`src/rtl/traffic_pkg.sv`:
```
// rtl/traffic_pkg.sv - shared types, lane table and period helper for the traffic scheduler
// Purpose : FSM state type, lane count, per-lane speed multipliers and the
//           level-scaled lane period calculation.
// Ports   : none (package)
package traffic_pkg;

   typedef enum logic [1:0] {
      ST_IDLE   = 2'd0,
      ST_RUN    = 2'd1,
      ST_PAUSED = 2'd2,
      ST_CRASH  = 2'd3
   } state_e;

   localparam int NUM_LANES = 6;
   localparam int PERIOD_W  = 24;
   localparam int CNT_W     = 20;
   localparam int HOLD_W    = 20;

   // Lane 0..5 correspond to rows 2,5,7,9,11,12.
   localparam logic [3:0] LANE_MULT [NUM_LANES] = '{4'd1, 4'd2, 4'd1, 4'd3, 4'd2, 4'd1};

   // Each level halves the period; very high levels would reach zero, so clamp to
   // one to keep the lane strobing every cycle instead of never.
   function automatic logic [PERIOD_W-1:0] lane_period(input logic [PERIOD_W-1:0] base,
                                                        input logic [3:0]          mult,
                                                        input logic [1:0]          lvl);
      logic [PERIOD_W-1:0] p;
      p = (base * {20'd0, mult}) >> lvl;
      if (p == '0) p = {{(PERIOD_W-1){1'b0}}, 1'b1};
      return p;
   endfunction

endpackage

```
`src/rtl/traffic_scheduler_if.sv`:
```
// rtl/traffic_scheduler_if.sv - control/status bundle between game logic and the scheduler
// Purpose : groups game control inputs and scheduler status outputs.
// Signals : start, pause, collide, level_up (master -> slave)
//           shift_en[5:0], state[1:0], level[1:0], crash_active (slave -> master)
interface traffic_scheduler_if;
   logic       start;
   logic       pause;
   logic       collide;
   logic       level_up;
   logic [5:0] shift_en;
   logic [1:0] state;
   logic [1:0] level;
   logic       crash_active;

   modport master (
      output start, pause, collide, level_up,
      input  shift_en, state, level, crash_active
   );

   modport slave (
      input  start, pause, collide, level_up,
      output shift_en, state, level, crash_active
   );
endinterface

```
`src/rtl/traffic_scheduler_lane_timer.sv`:
```
// rtl/traffic_scheduler_lane_timer.sv - single lane shift counter
// Purpose : counts clocks while running and strobes on the last count of the period.
// Ports   : clk, reset_n (async active-low), run (count enable), clear (sync zero,
//           overrides run), period[23:0] (>= 1), strobe (combinational from counter).
module lane_timer
   import traffic_pkg::*;
(
   input  logic                clk,
   input  logic                reset_n,
   input  logic                run,
   input  logic                clear,
   input  logic [PERIOD_W-1:0] period,
   output logic                strobe
);

   logic [CNT_W-1:0] cnt_q, cnt_d;
   logic             at_end;

   assign at_end = ({{(PERIOD_W-CNT_W){1'b0}}, cnt_q} == (period - 1'b1));
   assign strobe = run & at_end;

   always_comb begin
      cnt_d = cnt_q;
      if (clear)
         cnt_d = '0;
      else if (run)
         cnt_d = at_end ? '0 : cnt_q + 1'b1;
   end

   always_ff @(posedge clk or negedge reset_n) begin
      if (!reset_n)
         cnt_q <= '0;
      else
         cnt_q <= cnt_d;
   end

endmodule

```
`src/rtl/traffic_scheduler.sv`:
```
// rtl/traffic_scheduler.sv - game FSM and per-lane shift strobe generation
// Purpose : IDLE/RUN/PAUSED/CRASH game flow, speed level, crash hold timer and
//           six lane timers producing per-lane shift strobes.
// Ports   : clk, reset_n (async active-low), bus (traffic_scheduler_if.slave).
// Params  : BASE_PERIOD (lane-0 period at level 0), CRASH_HOLD (clocks in CRASH).
// Config  : TRAFFIC_SCHED_PAUSE_EN enables the pause input; when undefined the
//           pause input is ignored and PAUSED is never entered.
module traffic_scheduler
   import traffic_pkg::*;
#(
   parameter int BASE_PERIOD = 3000,
   parameter int CRASH_HOLD  = 50000
)(
   input  logic                 clk,
   input  logic                 reset_n,
   traffic_scheduler_if.slave   bus
);

   localparam logic [PERIOD_W-1:0] BASE_W    = PERIOD_W'(BASE_PERIOD);
   localparam logic [HOLD_W-1:0]   HOLD_LAST = HOLD_W'(CRASH_HOLD - 1);

   state_e              state_q, state_d;
   logic [1:0]          level_q, level_d;
   logic [HOLD_W-1:0]   hold_q, hold_d;
   logic                pause_eff;
   logic                lvl_up_take;
   logic                lane_run;
   logic                lane_clear;
   logic [NUM_LANES-1:0] lane_strobe;

`ifdef TRAFFIC_SCHED_PAUSE_EN
   assign pause_eff = bus.pause;
`else
   logic unused_pause;
   assign unused_pause = bus.pause;
   assign pause_eff    = 1'b0;
`endif

   // level_up only counts when neither collide nor pause claims the cycle, and
   // at level 3 it is a no-op, which also means no counter clear.
   assign lvl_up_take = (state_q == ST_RUN) && !bus.collide && !pause_eff &&
                        bus.level_up && (level_q != 2'd3);

   // State register
   always_ff @(posedge clk or negedge reset_n) begin
      if (!reset_n)
         state_q <= ST_IDLE;
      else
         state_q <= state_d;
   end

   // Next-state logic
   always_comb begin
      state_d = state_q;
      case (state_q)
         ST_IDLE:   if (bus.start) state_d = ST_RUN;
         ST_RUN: begin
            if (bus.collide)     state_d = ST_CRASH;
            else if (pause_eff)  state_d = ST_PAUSED;
         end
         ST_PAUSED: if (!pause_eff) state_d = ST_RUN;
         ST_CRASH:  if (hold_q == HOLD_LAST) state_d = ST_IDLE;
         default:   state_d = ST_IDLE;
      endcase
   end

   // Level and crash-hold datapath
   always_comb begin
      level_d = level_q;
      hold_d  = '0;              // zero outside CRASH so it starts at 0 on entry
      case (state_q)
         ST_IDLE: level_d = 2'd0;
         ST_RUN:  if (lvl_up_take) level_d = level_q + 2'd1;
         ST_CRASH: begin
            hold_d = hold_q + 1'b1;
            if (hold_q == HOLD_LAST) level_d = 2'd0;
         end
         default: ;
      endcase
   end

   always_ff @(posedge clk or negedge reset_n) begin
      if (!reset_n) begin
         level_q <= 2'd0;
         hold_q  <= '0;
      end else begin
         level_q <= level_d;
         hold_q  <= hold_d;
      end
   end

   // Output logic
   always_comb begin
      lane_run         = (state_q == ST_RUN);
      lane_clear       = (state_q == ST_IDLE) || lvl_up_take;
      bus.state        = state_q;
      bus.level        = level_q;
      bus.crash_active = (state_q == ST_CRASH);
      bus.shift_en     = lane_strobe;
   end

   for (genvar i = 0; i < NUM_LANES; i++) begin : g_lane
      logic [PERIOD_W-1:0] period;
      assign period = lane_period(BASE_W, LANE_MULT[i], level_q);

      lane_timer u_lane_timer (
         .clk     (clk),
         .reset_n (reset_n),
         .run     (lane_run),
         .clear   (lane_clear),
         .period  (period),
         .strobe  (lane_strobe[i])
      );
   end

endmodule

```
`src/flat_wrapper.sv`:
```
// flat-port wrapper written by rule: the top's interface ports become plain ports
module traffic_scheduler_flat import traffic_pkg::*;
#(
   parameter int BASE_PERIOD = 3000,
   parameter int CRASH_HOLD  = 50000
)
  (clk, reset_n, bus_start, bus_pause, bus_collide, bus_level_up, bus_shift_en, bus_state, bus_level, bus_crash_active);
  traffic_scheduler_if bus_i ();
  input  logic clk;
  input  logic reset_n;
  input wire logic [$bits(bus_i.start)-1:0] bus_start;
  input wire logic [$bits(bus_i.pause)-1:0] bus_pause;
  input wire logic [$bits(bus_i.collide)-1:0] bus_collide;
  input wire logic [$bits(bus_i.level_up)-1:0] bus_level_up;
  output wire logic [$bits(bus_i.shift_en)-1:0] bus_shift_en;
  output wire logic [$bits(bus_i.state)-1:0] bus_state;
  output wire logic [$bits(bus_i.level)-1:0] bus_level;
  output wire logic [$bits(bus_i.crash_active)-1:0] bus_crash_active;
  assign bus_i.start = bus_start;
  assign bus_i.pause = bus_pause;
  assign bus_i.collide = bus_collide;
  assign bus_i.level_up = bus_level_up;
  assign bus_shift_en = bus_i.shift_en;
  assign bus_state = bus_i.state;
  assign bus_level = bus_i.level;
  assign bus_crash_active = bus_i.crash_active;
  traffic_scheduler #(.BASE_PERIOD(BASE_PERIOD), .CRASH_HOLD(CRASH_HOLD)) u_core (.clk(clk), .reset_n(reset_n), .bus(bus_i));
endmodule
```
`config.mk`:
```
export PLATFORM = sky130hd
export DESIGN_NAME = traffic_scheduler_flat
export DESIGN_NICKNAME = d
export VERILOG_FILES = /design/src/rtl/traffic_pkg.sv /design/src/rtl/traffic_scheduler_if.sv /design/src/rtl/traffic_scheduler_lane_timer.sv /design/src/rtl/traffic_scheduler.sv /design/src/flat_wrapper.sv
export SDC_FILE = /design/constraint.sdc
export NUM_CORES = 1
export LEC_CHECK = 0
export CAP_MARGIN = 20
export CORE_MARGIN = 1.5
export CORE_UTILIZATION = 55
export CTS_BUF_LIST = sky130_fd_sc_hd__clkbuf_4
export DETAILED_ROUTE_END_ITERATION = 8
export GPL_TIMING_DRIVEN = 0
export PLACE_DENSITY_LB_ADDON = 0.3
export SLEW_MARGIN = 10
export SYNTH_ARGS = -nofsm -noshare
export SYNTH_HDL_FRONTEND = slang
export SYNTH_SLANG_ARGS = --single-unit
export TNS_END_PERCENT = 20
```
`constraint.sdc`:
```
create_clock -name clk -period 12.2 [get_ports clk]
set_clock_uncertainty 0.15 [all_clocks]
set_input_delay 3.66 -clock clk [delete_from_list [all_inputs] [get_ports clk]]
set_output_delay 3.66 -clock clk [all_outputs]
set_load 0.02 [all_outputs]
```
* Word level (Yosys, flattened, before mapping)
Index checks and enable logic that the tools add are counted.
** Storage, ports and cells
- Output and inout bits :: 11
- Bits in read-only memories :: 0
- Memories kept :: 0
- Latch bits :: 0
- Logic and storage cells :: 85
- Memory bits (writable) :: 0
- Bits in registers :: 144
- Input bits :: 6
** Operators by class
- Mux-type cells :: 28
- Shift-type cells :: 3
- Reduce and logical (&&, ||, !) cells :: 13
- $add $sub $neg :: 11
- Magnitude comparators :: 0
- Div/mod/pow operators :: 0
- Multiply operators :: 0
- Equality and inequality tests :: 15
- Bitwise logic cells :: 6
** Operators by type and width (number)
- two-way mux 20 bit :: 19
- equality test 20 x 24 -> 1 bit :: 6
- adder 20 x 1 -> 20 bit (second input constant) :: 7
- logical NOT 24 bit :: 3
- two-way mux 24 bit :: 3
- subtractor 24 x 1 -> 24 bit (second input constant) :: 3
- >> shifter 12 x 2 -> 24 bit (first input constant) :: 1
- >> shifter 13 x 2 -> 24 bit (first input constant) :: 1
- >> shifter 14 x 2 -> 24 bit (first input constant) :: 1
- equality test 20 x 16 -> 1 bit (second input constant) :: 1
- two-way mux 2 bit :: 4
- one-hot mux 2 bit (4 select lines) :: 1
- bitwise AND 1 bit :: 6
- != test 2 bit (second input constant) :: 3
- one-hot mux 2 bit (3 select lines) :: 1
- AND reduction 3 bit :: 2
- equality test 2 bit (second input constant) :: 2
- != test 2 x 1 -> 1 bit (second input constant) :: 2
- logical AND 1 bit :: 3
- nonzero test 3 bit :: 1
- adder 2 x 1 -> 2 bit (second input constant) :: 1
- equality test 2 x 1 -> 1 bit (second input constant) :: 1
- logical NOT 2 bit :: 1
- nonzero test 2 bit :: 1
- other kinds (2) :: 2

* Longest topological paths before layout
Gate-level depths: netlist (run 1).
- Word-level depth :: 8
- Gate-level depth with buffers :: 12
- Mapped depth without buffers :: 10

* Modules after synthesis
From an unflattened synthesis (run 1), not the netlist that was laid out.
** Second synthesis, totals
- Cell total of the unflattened synthesis :: 1661
- Area, all modules :: 13424.1 um^2
** Modules (own cells, without submodules)
- lane_timer :: instances 6, cells an instance 252, sequential area each 500.5 um^2, area an instance 2008.2 um^2
- traffic_scheduler :: instances 1, cells an instance 149, sequential area each 600.6 um^2, area an instance 1375.1 um^2

* Worst setup path after synthesis (run 1)
Ideal clock, no wire load.
- Path type :: register to output
- Start point :: register u_core.level_q[0], in the netlist u_core.bus.level[0]
- End point :: output port bus_shift_en[3]
- Required time :: 8.390 ns
- Data arrival time :: 2.764 ns
- Stages on the path, launching flop included :: 13
- Setup slack :: 5.626 ns
- Cells stage by stage :: dfrtp_1 buf_2 inv_1 ha_1 inv_1 ha_1 or3b_1 a21oi_1 xnor2_1 o2111ai_2 buf_2 nor2_1 buf_4
** On the way
- Longest elaborated chain between the ends :: 6
** RTL lines
- start: declaration :: RTL line traffic_scheduler.sv:23 : logic [1:0] level_q, level_d;
- start signal: assignment :: RTL line traffic_scheduler.sv:87 : level_q <= level_d;
- >> shifter 14 x 2 -> 24 bit (*) :: RTL line traffic_pkg.sv:28 : p = (base * {20'd0, mult}) >> lvl;
- logical NOT 24 bit :: RTL line traffic_pkg.sv:29 : if (p == '0) p = {{(PERIOD_W-1){1'b0}}, 1'b1};
- two-way mux 24 bit (*) :: RTL line traffic_pkg.sv:29
- subtractor 24 x 1 -> 24 bit (*) :: RTL line traffic_scheduler_lane_timer.sv:19 : assign at_end = ({{(PERIOD_W-CNT_W){1'b0}}, cnt_q} == (period - 1'b1));
- equality test 20 x 24 -> 1 bit (*) :: RTL line traffic_scheduler_lane_timer.sv:19
- bitwise AND 1 bit (*) :: RTL line traffic_scheduler_lane_timer.sv:20 : assign strobe = run & at_end;
- end: declaration :: RTL line flat_wrapper.sv:15 : output wire logic [$bits(bus_i.shift_en)-1:0] bus_shift_en;
Every way passes the cells marked *; elsewhere a longest branch is shown, timed or not.

* Worst setup path in the final report (run 1)
Same ends and word-level chain as after synthesis.

==> summary.txt, run 1 <==
Post-route DRC: 0
RSZ-0062 raised after global routing: no
Tmin final: 8.427 ns
WL final: 21690 um
Status: finished, final reports clean
Pleak: 3.956 nW
Fin crit share: 0.6908
Synth cell types: 66
Combinational fraction of design power: 0.388
Vias in the first global route: 6785
Multi-input gate area: 4607 um2
Largest net degree at the start of global routing: 75
Synth Warn #: 0
Final instance area: 9196 um2
Antenna Nets Post-Route: 0
Worst Tran Pin Value: 0.9577 ns
Sequential power share: 0.412
Vias per cell: 6.087
Hold_buf cts: 0
Crit path max fanout: 10
Die H: 127.6 um
Biggest area consumer among synthesized cells: dfrtp_1
Cts repair resizes: 0
Initial detailed-routing violation count: 561
Seq. cell area: 3603 um2
CTS sink cnt: 144
CP required: 8.39 ns
Post-synthesis cell count: 966
GP Congestion: 0.8988
CP max-delay cell: clkdlybuf4s50_1
I/O pins: 17
Compound-gate portion of the synthesized area: 0.08868
Placed Area: 8954 um2
Area added between synthesis and finish: 7.740%
Top_reg_cell synth: dfrtp_1
Routed vias: 7304
FP Rows: 45
Multiplexer area fraction after synthesis: 0.009821
Sw Share: 0.4250
Sw power: 606.9 uW
CTS tree: done
Cell at the root of the clock tree: clkbuf_4
Wire length per cell: 18.08 um
Async S/R FF share, synth: 1.000
Power Density: 155.3 nW/um2
Adder-cell share of the synthesized area: 0.02345
Post-synthesis simple-gate area fraction: 0.2936
Postcts setup bufs: 0
EDFF count, synth: 0
Fmax: 118.7 MHz
HPWL after detailed placement: 14920 um
Syn avg cell area: 8.836 um2
Max VDD drop: 0.07908 mV
Clock network fraction of total power: 0.200
H-tree depth: 4
Grt ovf: 0
MaxCap Viol Count: 0
Nets: 1023
Max incr delay on CP: 0.59 ns
Max-slew violation count: 0
#FFs+latches synth: 144
HP Class: flip-flop to flip-flop
Top cells by area, synth: dfrtp_1 (42%), xor2_1 (7.2%), nor2_1 (5.8%), xnor2_1 (5.2%), nand3_1 (4.9%)
First-pass iteration count of the detailed router: 5
Crit path launch type: flip-flop
CTS buffer count: 17
Initial antenna violation count: 1
Total Routing Usage GR: 0.2739
Clock latency at the later pin of the worst-skew pair: 0.56 ns
Post-synth net total: 988
Bufs on Longest Clock Path: 2
Global-route wire length before repair: 34870 um
Synthesized area: 8536 um2
Fill count: 1363
Dominant cell type by count on the critical path: buf_2
Top-area cell type share of the netlist area: 0.4222
Clk slew on worst S/H paths: 0.12 ns
Pint: 821.2 uW
Die area: 16280 um2
Synth Area in XOR/XNOR: 0.1242
# setup viols final: 0
Final hold vios: 0
Crit path kind: flip-flop to output pin
Buffers on Ports: 15
Crit path arrival time: 4.62 ns
Crit path cell chain: buf_2 > inv_1 > ha_1 > clkbuf_1 > nor4bb_1 > o22ai_1 > a21oi_1 > o2111ai_2 > buf_2 > nor2_1 > buf_4 > clkdlybuf4s50_1
Core Region: 15200 um2
Largest family of logic cells by synthesized area: simple AND/OR/NAND/NOR gates
Sequential area share after synthesis: 0.4222
Die width: 127.6 um
Layout cells sized above 1: 0.06330
Setup TNS: 0 ns
Kind of end point of the critical path: output pin
Slew margin rel.: 0.3556
Initial core utilization: 0.5615
## per-layer routing
| metal | up-vias | share of wire | global-route usage |
|---|---|---|---|
| met5 | - | 0 | 0 |
| met2 | 226 | 0.47 | 0.4385 |
| met3 | 35 | 0.065 | 0.06072 |
| li1 | 3489 | - | - |
| met4 | 0 | 0.017 | 0.07270 |
| met1 | 3554 | 0.45 | 0.3785 |
## critical path: cells and delay by family, from the launching register on
kind / cells / cell delay, ns
buffers and inverters: 6 / 2.13
and+or+nand+nor: 2 / 0.49
adders and majority gates: 1 / 0.31
DFF: 1 / 0.51
AOI/OAI and AO/OA: 3 / 0.61
## synth_stat cells (5+ instances only)
cell and n:
nor4_1 21, o22ai_1 8, mux2i_1 5, a31oi_1 18, nand2_1 83, inv_1 24, o21ai_0 26, buf_2 8
buf_4 8, nand2b_1 11, xnor2_1 51, ha_1 16, xor2_1 70, a21oi_1 15, a211o_1 5, a22o_1 6
clkbuf_1 31, dfrtp_1 144, nor3_1 28, nand4_1 40, or4_1 6, and2_1 10, nor2_1 131, and3_1 26
or3_1 12, nand3_1 83, and4_1 13
## cell families (layout without fill, tap and decap cells)
logic type / Yosys count / count (layout)
adder cells (fa/ha/maj): 16 / 16
AO/OA/AOI/OAI: 111 / 111
buffers and inverters: 74 / 119
AND/OR/NAND/NOR: 492 / 492
XOR/XNOR: 121 / 121
flip-flops: 144 / 144
other: 0 / 1
multiplexers: 8 / 8
## sequential cells by signal, summed over array words and instances (netlist names)
name and count:
u_core.hold_q 20, u_core.bus.state 2, u_core.g_lane.u_lane_timer.cnt_q 120, u_core.bus.level 2
## stage by stage
stage                     worst slack (ns)  cells  utilization  hold WS [ns]  power (mW)
after global placement               1.480   1169       0.5868        0.3019       1.131
after global routing                 3.546   1200       0.6049        0.3508       1.503
after CTS                            3.840   1199       0.6048        0.3147       1.426
after detailed placement             4.450   1170       0.5890        0.2989       1.142
after floorplan                      5.626    966            -        0.2744      0.9413
final                                3.773   1200       0.6049        0.3145       1.428
## power groups by stage
| stage | registers (mW) | logic (mW) | clock network [mW] |
|---|---|---|---|
| floorplan | 0.582 | 0.360 | 0 |
| global placement | 0.594 | 0.537 | 0 |
| detailed placement | 0.594 | 0.548 | 0 |
| CTS | 0.585 | 0.549 | 0.291 |
| global route | 0.595 | 0.596 | 0.312 |
| finish | 0.588 | 0.555 | 0.285 |
## final timing paths
check | depth (start not counted) | slack [ns] | to | startpoint
max | 12 | 3.77 | bus_shift_en[3] | u_core.bus.level[0]$_DFFE_PN0P_
min | 1 | 0.31 | u_core.hold_q[0]$_DFF_PN0_ | u_core.hold_q[0]$_DFF_PN0_
max reg2reg | 11 | 7.99 | u_core.g_lane[4].u_lane_timer.cnt_q[7]$_DFFE_PN0P_ | u_core.bus.level[0]$_DFFE_PN0P_
min reg2reg | 1 | 0.31 | u_core.hold_q[0]$_DFF_PN0_ | u_core.hold_q[0]$_DFF_PN0_
max in group asynchronous | 2 | 8.27 | u_core.g_lane[5].u_lane_timer.cnt_q[9]$_DFFE_PN0P_ | reset_n
min in group asynchronous | 1 | 2.87 | u_core.hold_q[12]$_DFF_PN0_ | reset_n
## area by class of cell
type                       instances  area share
antenna                            1   0.0002721
buffer                            50     0.02558
clock buffer                      19     0.01551
clock inverter                    10     0.01061
inverter                          24    0.009796
multi-input combinational        748      0.5010
sequential                       144      0.3918
tap                              188     0.02558
timing repair buffer              16     0.01986
## cells in the final DEF (no fill, tap or decap), types with 6 or more instances in the layout
master,instances
a21oi_1,15
clkbuf_1,31
xor2_1,70
buf_2,8
nand2b_1,11
or4_1,6
o22ai_1,8
nor3_1,28
o21ai_0,26
buf_4,8
nand4_1,40
a22o_1,6
nand3_1,83
and3_1,26
or3_1,12
and2_1,10
a31oi_1,18
nor4_1,21
and4_1,13
nand2_1,83
clkbuf_4,19
dfrtp_1,144
nor2_1,131
xnor2_1,51
ha_1,16
clkdlybuf4s50_1,14
inv_1,24
Power figures use the tool's default switching activity.
==> run 2: changes to the inputs <==
==> constraint.sdc (replaced) <==
create_clock -name clk -period 8.2 [get_ports clk]
set_clock_uncertainty 0.15 [all_clocks]
set_input_delay 2.46 -clock clk [delete_from_list [all_inputs] [get_ports clk]]
set_output_delay 2.46 -clock clk [all_outputs]
set_load 0.02 [all_outputs]
==> results of run 2 <==
The final DEF is identical to that of run 1. Status: finished, final reports clean.
Main changes from that run: setup slack after placement 4.450 ns -> 1.650 ns; setup slack after layout 3.773 ns -> 0.9727 ns; register-to-register setup slack 7.99 ns -> 3.99 ns; total power 1.428 mW -> 2.125 mW; worst IR drop on VDD 0.07908 mV -> 0.1177 mV
